--- config.mk ---
export PLATFORM = sky130hd
export DESIGN_NAME = ak4619_cfg_seq
export DESIGN_NICKNAME = d
export VERILOG_FILES = /design/src/rtl/ak4619_pkg.sv /design/src/rtl/ak4619_cfg_rom.sv /design/src/rtl/ak4619_cfg_seq.sv
export SDC_FILE = /design/constraint.sdc
export NUM_CORES = 1
export LEC_CHECK = 0
export CORE_MARGIN = 2
export CORE_UTILIZATION = 35
export DETAILED_ROUTE_END_ITERATION = 12
export HOLD_SLACK_MARGIN = 0.03
export PLACE_DENSITY = 0.54
export SYNTH_ARGS = -nofsm -noshare
export SYNTH_HDL_FRONTEND = slang
export SYNTH_HIERARCHICAL = 1
export SYNTH_SLANG_ARGS = --single-unit
--- constraint.sdc ---
create_clock -name clk -period 1.94 [get_ports clk]
set_input_delay 0.291 -clock clk [delete_from_list [all_inputs] [get_ports clk]]
set_output_delay 0.291 -clock clk [all_outputs]
set_load 0.1 [all_outputs]
--- src/rtl/ak4619_pkg.sv ---
// Shared constants for the AK4619 configuration sequencer: I2C command encoding, codec defaults, FSM states.
// Latency: none (definitions only).
// Backpressure: none (definitions only).
package ak4619_pkg;

    localparam logic [1:0] OP_START = 2'd0;
    localparam logic [1:0] OP_WRITE = 2'd1;
    localparam logic [1:0] OP_READ  = 2'd2;
    localparam logic [1:0] OP_STOP  = 2'd3;

    localparam logic [6:0] AK4619_DEV_ADDR = 7'h10;
    localparam int         AK4619_NUM_REGS = 21;

    typedef logic [3:0] state_t;

    localparam state_t S_PDN_LOW   = 4'd0;
    localparam state_t S_SETTLE    = 4'd1;
    localparam state_t S_I2C_START = 4'd2;
    localparam state_t S_DEV       = 4'd3;
    localparam state_t S_REG       = 4'd4;
    localparam state_t S_DATA      = 4'd5;
    localparam state_t S_I2C_STOP  = 4'd6;
    localparam state_t S_DONE      = 4'd7;
    localparam state_t S_ERR       = 4'd8;
    localparam state_t S_GAP       = 4'd9;
    localparam state_t S_RSTART    = 4'd10;
    localparam state_t S_DEVR      = 4'd11;
    localparam state_t S_READ      = 4'd12;

endpackage

--- src/rtl/ak4619_cfg_rom.sv ---
// AK4619 register image, indexed from register 0x00; the only home of the codec register values.
// Latency: combinational.
// Backpressure: none.
module ak4619_cfg_rom #(
    parameter int IDX_W = 5
) (
    input  logic [IDX_W-1:0] i_idx,
    output logic [7:0]       o_dat
);

    always_comb begin
        o_dat = 8'h00;
        case (int'(i_idx))
            0:  o_dat = 8'h37;
            1:  o_dat = 8'hAE;
            2:  o_dat = 8'h1C;
            3:  o_dat = 8'h00;
            4:  o_dat = 8'h22;
            5:  o_dat = 8'h22;
            6:  o_dat = 8'h30;
            7:  o_dat = 8'h30;
            8:  o_dat = 8'h30;
            9:  o_dat = 8'h30;
            10: o_dat = 8'h22;
            11: o_dat = 8'h00;
            12: o_dat = 8'h00;
            13: o_dat = 8'h00;
            14: o_dat = 8'h18;
            15: o_dat = 8'h18;
            16: o_dat = 8'h18;
            17: o_dat = 8'h18;
            18: o_dat = 8'h04;
            19: o_dat = 8'h05;
            20: o_dat = 8'h0A;
            default: o_dat = 8'h00;
        endcase
    end

endmodule

--- src/rtl/ak4619_cfg_seq.sv ---
// AK4619 power-up (PDN) and register-burst sequencer over a byte-level I2C master; AK4619_CFG_VERIFY_EN adds read-back.
// Latency: PDN_WAIT + PDN_SETTLE cycles before the first START, then one command per master response.
// Backpressure: each command is held until cmd_ready; only one command outstanding, next waits for rsp_valid.
module ak4619_cfg_seq
    import ak4619_pkg::*;
#(
    parameter int         CLK_HZ      = 12000000,
    parameter logic [6:0] DEV_ADDR    = AK4619_DEV_ADDR,
    parameter int         NUM_REGS    = AK4619_NUM_REGS,
    parameter int         PDN_WAIT    = 12000,
    parameter int         PDN_SETTLE  = 120000,
    parameter int         MAX_RETRIES = 3,
    parameter int         RETRY_GAP   = 1200
) (
    input  logic       clk,
    input  logic       rst_n,
    input  logic       start,
    output logic       pdn,
    output logic       cmd_valid,
    input  logic       cmd_ready,
    output logic [1:0] cmd_op,
    output logic [7:0] cmd_data,
    output logic       cmd_nack_last,
    input  logic       rsp_valid,
    input  logic       rsp_nack,
    input  logic [7:0] rsp_data,
    output logic       busy,
    output logic       done,
    output logic       error
);

    localparam int IDX_W   = $clog2(NUM_REGS + 1);
    localparam int CNT_MAX = (PDN_SETTLE > PDN_WAIT) ?
                             ((PDN_SETTLE > RETRY_GAP) ? PDN_SETTLE : RETRY_GAP) :
                             ((PDN_WAIT > RETRY_GAP) ? PDN_WAIT : RETRY_GAP);
    localparam int CNT_W   = $clog2(CNT_MAX + 1);
    localparam int RETRY_W = (MAX_RETRIES < 1) ? 1 : $clog2(MAX_RETRIES + 1);

    localparam logic [IDX_W-1:0]   LAST_IDX   = IDX_W'(NUM_REGS - 1);
    localparam logic [CNT_W-1:0]   WAIT_LAST  = CNT_W'(PDN_WAIT - 1);
    localparam logic [CNT_W-1:0]   SETL_LAST  = CNT_W'(PDN_SETTLE - 1);
    localparam logic [CNT_W-1:0]   GAP_LAST   = CNT_W'(RETRY_GAP - 1);
    localparam logic [RETRY_W-1:0] RETRY_LAST = RETRY_W'(MAX_RETRIES);

    state_t             r_state;
    logic [CNT_W-1:0]   r_cnt;
    logic [IDX_W-1:0]   r_idx;
    logic [RETRY_W-1:0] r_retry;
    logic               r_pdn;
    logic               r_cmd_valid;
    logic               r_rsp_wait;
    logic               r_nacked;
`ifdef AK4619_CFG_VERIFY_EN
    logic               r_verify;
    logic               r_mismatch;
`endif

    logic [7:0] w_rom_dat;
    logic [1:0] w_op;
    logic [7:0] w_dat;
    logic       w_unused;

    ak4619_cfg_rom #(.IDX_W(IDX_W)) u_rom (
        .i_idx (r_idx),
        .o_dat (w_rom_dat)
    );

    // Command op/byte are a pure function of state and idx, so they cannot move while cmd_valid waits.
    always_comb begin
        w_op  = OP_STOP;
        w_dat = 8'h00;
        case (r_state)
            S_I2C_START, S_RSTART: w_op = OP_START;
            S_DEV:  begin w_op = OP_WRITE; w_dat = {DEV_ADDR, 1'b0}; end
            S_REG:  w_op = OP_WRITE;
            S_DATA: begin w_op = OP_WRITE; w_dat = w_rom_dat; end
            S_DEVR: begin w_op = OP_WRITE; w_dat = {DEV_ADDR, 1'b1}; end
            S_READ: w_op = OP_READ;
            default: w_op = OP_STOP;
        endcase
    end

    always_ff @(posedge clk or negedge rst_n) begin
        if (!rst_n) begin
            r_state     <= S_PDN_LOW;
            r_cnt       <= '0;
            r_idx       <= '0;
            r_retry     <= '0;
            r_pdn       <= 1'b0;
            r_cmd_valid <= 1'b0;
            r_rsp_wait  <= 1'b0;
            r_nacked    <= 1'b0;
`ifdef AK4619_CFG_VERIFY_EN
            r_verify    <= 1'b0;
            r_mismatch  <= 1'b0;
`endif
        end else begin
            case (r_state)
                S_PDN_LOW: begin
                    if (r_cnt == WAIT_LAST) begin
                        r_cnt   <= '0;
                        r_pdn   <= 1'b1;
                        r_state <= S_SETTLE;
                    end else begin
                        r_cnt <= r_cnt + CNT_W'(1);
                    end
                end
                S_SETTLE: begin
                    if (r_cnt == SETL_LAST) begin
                        r_cnt   <= '0;
                        r_state <= S_I2C_START;
                    end else begin
                        r_cnt <= r_cnt + CNT_W'(1);
                    end
                end
                S_GAP: begin
                    if (r_cnt == GAP_LAST) begin
                        r_cnt   <= '0;
                        r_state <= S_I2C_START;
                    end else begin
                        r_cnt <= r_cnt + CNT_W'(1);
                    end
                end
                S_DONE, S_ERR: begin
                    if (start) begin
                        r_state  <= S_PDN_LOW;
                        r_pdn    <= 1'b0;
                        r_cnt    <= '0;
                        r_idx    <= '0;
                        r_retry  <= '0;
                        r_nacked <= 1'b0;
`ifdef AK4619_CFG_VERIFY_EN
                        r_verify   <= 1'b0;
                        r_mismatch <= 1'b0;
`endif
                    end
                end
                default: begin
                    if (!r_cmd_valid && !r_rsp_wait) begin
                        r_cmd_valid <= 1'b1;
                    end else if (r_cmd_valid && cmd_ready) begin
                        r_cmd_valid <= 1'b0;
                        r_rsp_wait  <= 1'b1;
                    end else if (r_rsp_wait && rsp_valid) begin
                        r_rsp_wait <= 1'b0;
                        if (w_op == OP_WRITE && rsp_nack) begin
                            r_nacked <= 1'b1;
                            r_state  <= S_I2C_STOP;
                        end else begin
                            case (r_state)
                                S_I2C_START: r_state <= S_DEV;
                                S_DEV:       r_state <= S_REG;
                                S_REG: begin
                                    r_idx <= '0;
`ifdef AK4619_CFG_VERIFY_EN
                                    r_state <= r_verify ? S_RSTART : S_DATA;
`else
                                    r_state <= S_DATA;
`endif
                                end
                                S_DATA: begin
                                    if (r_idx == LAST_IDX) r_state <= S_I2C_STOP;
                                    else                   r_idx   <= r_idx + IDX_W'(1);
                                end
                                S_I2C_STOP: begin
                                    if (r_nacked) begin
                                        if (r_retry == RETRY_LAST) begin
                                            r_state <= S_ERR;
                                        end else begin
                                            r_retry  <= r_retry + RETRY_W'(1);
                                            r_nacked <= 1'b0;
                                            r_idx    <= '0;
                                            r_cnt    <= '0;
                                            r_state  <= S_GAP;
`ifdef AK4619_CFG_VERIFY_EN
                                            r_verify   <= 1'b0;
                                            r_mismatch <= 1'b0;
`endif
                                        end
                                    end
`ifdef AK4619_CFG_VERIFY_EN
                                    else if (!r_verify) begin
                                        r_verify <= 1'b1;
                                        r_idx    <= '0;
                                        r_state  <= S_I2C_START;
                                    end else begin
                                        r_state <= r_mismatch ? S_ERR : S_DONE;
                                    end
`else
                                    else begin
                                        r_state <= S_DONE;
                                    end
`endif
                                end
`ifdef AK4619_CFG_VERIFY_EN
                                S_RSTART: r_state <= S_DEVR;
                                S_DEVR: begin
                                    r_idx   <= '0;
                                    r_state <= S_READ;
                                end
                                S_READ: begin
                                    if (rsp_data != w_rom_dat) r_mismatch <= 1'b1;
                                    if (r_idx == LAST_IDX) r_state <= S_I2C_STOP;
                                    else                   r_idx   <= r_idx + IDX_W'(1);
                                end
`endif
                                default: r_state <= S_ERR;
                            endcase
                        end
                    end
                end
            endcase
        end
    end

    assign pdn       = r_pdn;
    assign cmd_valid = r_cmd_valid;
    assign cmd_op    = r_cmd_valid ? w_op : OP_START;
    assign cmd_data  = r_cmd_valid ? w_dat : 8'h00;
    assign busy      = (r_state != S_DONE) && (r_state != S_ERR);
    assign done      = (r_state == S_DONE);
    assign error     = (r_state == S_ERR);
`ifdef AK4619_CFG_VERIFY_EN
    assign cmd_nack_last = r_cmd_valid && (r_state == S_READ) && (r_idx == LAST_IDX);
`else
    assign cmd_nack_last = 1'b0;
`endif

    // Read data only matters for verify; CLK_HZ is informational.
    assign w_unused = (^rsp_data) ^ (CLK_HZ == 0);

endmodule

# == Word-level counts from Yosys, hierarchy flattened ==
# Memories as Yosys holds them, arrays and structs flattened.
# Index checks and enable logic that the tools add are counted.
# W data, S select, Z words.
# op_classes
addsub,3
eq_ne,36
n_mux,63
bitwise_logic,3
reduce_logical,32
# op_table
operator,count
$mux W17,11
$pmux W17 S4,1
$mux W4,10
$mux W5,8
$pmux W8 S3,1
$eq A4 B4 Y1 const B,5
$ne A5 B1 Y1 const B,4
$pmux W4 S5,1
$mux W2,9
$add A17 B1 Y17 const B,1
$eq A17 B11 Y1 const B,1
$eq A17 B14 Y1 const B,1
$eq A17 B17 Y1 const B,1
$eq A4 B3 Y1 const B,4
$pmux W4 S4,1
$reduce_and A8 Y1,2
$pmux W5 S3,1
$reduce_bool A5 Y1,3
$mux W1,14
$reduce_bool A2 Y1,6
$pmux W5 S2,1
$reduce_and A10 Y1,1
$reduce_and A9 Y1,1
$eq A4 B2 Y1 const B,2
30 further kinds,47
# totals
register_bits,32
mem_bits_ro,224
in_bits,14
elab_cells,146
mem_count,1
# mem_list
name,depth,word_bits,read_ports,rd_ports_with_merged_regs,write_ports,line,text
(name not given),32,7,1,0,0,ak4619_cfg_rom.sv:13,case (int'(i_idx))

# == Logic depth before layout (Yosys ltp) ==
# depth
ltp_word,10
ltp_mapped,8

# == Hierarchy ==
# The synthesis kept the hierarchy.
# modules_own_cells
module,instances,cells_per_inst,area_each_um2
ak4619_cfg_seq,1,275,2317.2
ak4619_cfg_rom,1,43,345.3

# == Worst setup path after synthesis ==
# Ideal clock, no wire load.
# synth_path
path_type,register -> output
from,reg r_cmd_valid (netlist: cmd_valid)
to,out cmd_op[1]
arrival_ps,3443
required_ps,1649
path_slack_ps,-1794
stages_incl_launch_ff,3
path_buffers,1
path_cell_list,dfrtp_1 clkbuf_1 nor3b_1
# synth_via
elab_chain_len,1
# synth_lines
element,line,text
"start, declared",ak4619_cfg_seq.sv:50,logic r_cmd_valid;
"start signal, assigned",ak4619_cfg_seq.sv:90,r_cmd_valid <= 1'b0;
"start signal, assigned",ak4619_cfg_seq.sv:140,r_cmd_valid <= 1'b1;
"start signal, assigned",ak4619_cfg_seq.sv:142,r_cmd_valid <= 1'b0;
$mux W2,ak4619_cfg_seq.sv:218,assign cmd_op = r_cmd_valid ? w_op : OP_START;
"end, declared",ak4619_cfg_seq.sv:21,"output logic [1:0] cmd_op,"
# No other way between the ends.

# == Final worst setup path ==
# layout_path
from,reg r_state[3]
to,reg r_state[2]
# layout_via
elab_chain_len,10
elab_cells_between_ends,34
cone_classes,20 x eq/ne; 7 x mux; 7 x reduce/logical
# layout_lines
element,line,text
"start, declared",ak4619_cfg_seq.sv:45,state_t r_state;
"start signal, assigned",ak4619_cfg_seq.sv:85,r_state <= S_PDN_LOW;
"start signal, assigned",ak4619_cfg_seq.sv:103,r_state <= S_SETTLE;
"start signal, assigned",ak4619_cfg_seq.sv:111,r_state <= S_I2C_START;
"$eq A4 B3 Y1, or another cell as far along","ak4619_cfg_seq.sv:72, ak4619_cfg_seq.sv:150",
$reduce_or A4 Y1 (no source line) or $reduce_or A2 Y1 (tied branches),n/a,
$pmux W2 S3,ak4619_cfg_seq.sv:72,case (r_state)
$eq A2 B1 Y1,ak4619_cfg_seq.sv:146,if (w_op == OP_WRITE && rsp_nack) begin
$logic_and A1 B1 Y1,ak4619_cfg_seq.sv:146,
$mux W4,ak4619_cfg_seq.sv:146,
$mux W4,ak4619_cfg_seq.sv:144,end else if (r_rsp_wait && rsp_valid) begin
$mux W4,ak4619_cfg_seq.sv:141,end else if (r_cmd_valid && cmd_ready) begin
$mux W4,ak4619_cfg_seq.sv:139,if (!r_cmd_valid && !r_rsp_wait) begin
$pmux W4 S4,ak4619_cfg_seq.sv:98,case (r_state)
# Several ways; a longest one is shown, not always the timed one. The select of a mux whose other input is x is not followed.
# A chain may end at the register's enable or synchronous reset.

==> summary.txt <==
Status: finished with violations
Violated checks: negative setup slack
Nets: 443
Root Buffer Master: clkbuf_8
Flops & latches, synth: 32
Sequential-to-total area share from yosys stat: 30.08%
Setup crit start kind: flip-flop
Post-layout min period: 2.108 ns
GRT overflow: 0
Crit Reg-Reg Endpoint: r_state[2]
Die footprint: 0.008321 mm²
Crit Path Max Fanout: 5
Worst R2R Start: r_state[3]
Worst hold path type: input pin to async pin
Final WS setup: -0.1682 ns
Die height: 91.22 µm
Critical path class: flip-flop to flip-flop
Highest clock rate: 0.4743 GHz
Clock Power Share: 44.2%
Synthesized area: 0.002663 mm²
Row count: 31
Most common cell after layout, fill and taps aside: buf_4
Max layer used: met4
Logic pwr share: 3.4%
Average cell area after synthesis: 8.373 µm²
CTS tree: done
Syn Inst Count: 318
Slew @ Worst Pin: 0.9635 ns
Via/cell ratio: 5.315
Post-place setup slack: -0.2463 ns
Placed cells: 480
WP data arrival: 2.28 ns
Top cells by area, synth: dfrtp_1, ha_1, o21ai_0, nand2_1, nor2_1
Yosys warns: 6
Antenna Cells: 0
Dominant synthesized flop cell: dfrtp_1
Fillers: 632
Yosys cell types: 72
Final Max Slew Viols: 0
Max cap viols: 0
Met1 WL: 3537 µm
WL met3: 245 µm
IO Port Bufs: 19
Clk_lat worst skew: 0.28 ns
Max Buffers Root-to-Sink: 2
GRT Util Overall: 18.66%
Slew HR: 36.00%
Initial core utilization: 36.51%
Initial antenna violation count: 0
FFs w/ async S/R, synth: 100.0%
Routed len/inst: 15.13 µm
Synth top area share: 30.08%
Number of global-route vias before repair: 2669
Met2 wire len: 3926 µm
Clock sinks: 32
Endpoints failing hold: 0
Ports: 30
Footprint of the multi-input gates: 0.002023 mm²
Switching power: 307.6 µW
Layout cells sized above 1: 46.39%
Core box area: 0.007292 mm²
Remaining antenna violation count: 0
Most frequent cells in the layout: buf_4, nand2_1, o21ai_0
Post-Route WL: 7793 µm
Number of synthesized flops with an enable pin: 0
Largest net degree at the start of global routing: 33
Clock transition at path regs: 0.08 ns
Skew final: 0.006067 ns
Register area: 810.8 µm²
Final Wtd Congestion: 0.8304
Syn nets: 346
Die width: 91.22 µm
Setup crit end kind: flip-flop
Area growth from synthesis to layout: 59.16%
Switching share of power: 24.19%
DP HPWL: 5159 µm
Residual DRC: 0
Drt first pass iters: 4
Worst R2R Setup Slack: -0.17 ns
Path depth of the worst reg2reg path: 7
DRT iter0 DRCs: 82
H-tree lvl count: 2
Leak: 1.899 nW
Vias: 2737
Non-Filler Instances: 515
Crit share post-route: 108.7%
Internal Power: 963.9 µW
CTS buffer count: 5
# setup viols final: 33
Total power divided by cell area: 300.0 mW/mm²
Register share of total power: 52.4%
VDD IR max: 311.1 µV
RSZ-0062 raised after global routing: yes
First-pass GRT wire length: 12910 µm
Crit path required time: 2.11 ns
Synth area leader: dfrtp_1
worst max path at each step:
stage / from / endpoint / slack [ns] / cells past startpoint
after CTS: r_state[1] / busy / -0.17 / 5
final: r_state[3] / r_state[2] / -0.17 / 7
after global placement: rsp_valid / r_idx[3] / -0.20 / 6
after detailed placement: rsp_valid / r_idx[4] / -0.25 / 6
after global routing: r_cnt[12] / r_state[2] / -0.22 / 5
after floorplan: r_state[3] / r_retry[1] / -0.25 / 5
cell usage after synthesis (3+ instances only):
cell type / count
nand4b_1: 5
inv_1: 12
and4_1: 3
o21ai_1: 3
and3_1: 12
nor3_1: 6
nand4_1: 5
nor2b_1: 7
buf_2: 6
o21ai_0: 31
nand2_1: 32
a21boi_0: 3
dfrtp_1: 32
a21oi_1: 10
o21a_1: 3
ha_1: 14
clkbuf_1: 8
mux2i_1: 4
nand3_1: 10
o22ai_1: 13
nor2_1: 25
and2_1: 10
buf_4: 4
stage by stage:
stage | setup TNS, ns | instance area, µm² | hold slack, ns | total power, mW | util [%]
after floorplan | -1.196 | 2760 | -0.004591 | 0.6931 | -
after global placement | -2.394 | 3577 | 0.4804 | 0.7228 | 49.06
after detailed placement | -3.375 | 3577 | 0.4830 | 0.7233 | 49.06
after CTS | -2.157 | 4058 | 0.4491 | 1.283 | 55.65
after global routing | -5.060 | 4238 | 0.4894 | 1.324 | 58.12
final | -2.183 | 4238 | 0.4249 | 1.271 | 58.12
worst max-delay path, stage by stage, from the launching register on:
cell,delay [ns]
dfrtp_2,0.47
buf_6,0.14
or4b_4,0.21
buf_4,0.13
a21oi_4,0.06
a311o_2,0.39
nor3_4,0.28
mux2_4,0.32
registers in the layout, summed over array words and instances, names as in the netlist:
name        flops
r_cnt          17
r_idx           5
r_state         4
r_retry         2
cmd_valid       1
pdn             1
r_nacked        1
r_rsp_wait      1
power by group through the flow:
stage                     sequential [mW]  clock, mW  combinational [mW]
after CTS                           0.666      0.573              0.0438
after global placement              0.680          0              0.0431
after floorplan                     0.680          0              0.0133
after detailed placement            0.680          0              0.0437
after global routing                0.666      0.610              0.0480
final                               0.666      0.563              0.0427
routing by layer:
layer	track usage (%)	vias to the layer above
met5	0	-
met4	3.409	0
met3	2.988	9
met2	33.58	48
met1	23.68	1326
li1	-	1354
cell families (layout without fill, tap and decap cells):
logic type                 Yosys count  after routing  synth area share (%)
other                                2              2                0.2821
DFF                                 32             32                 30.08
AOI/OAI and AO/OA                   92             92                 24.11
adders and majority gates           14             14                 6.579
xor gates and xnor gates             2              2                0.6580
and+or+nand+nor                    136            136                 29.46
buffers and inverters               33            131                 5.780
muxes                                7              7                 3.055
area by class of cell:
type,count,share of cell area [%]
clock inverters,2,0.2362
repair buffers,110,26.66
flip-flops and latches,32,19.13
well taps,99,2.923
clock buffers,6,1.949
inverters,13,1.358
multi-input cells,253,47.74
repair_timing:
item	4_1_cts	5_1_grt
pin swaps	30	21
setup buffers	17	9
endpoints found under the setup margin	36	39
hold buffers	0	0
cloned	1	1
resized for setup	56	27
(Power assumes the default switching activity.)
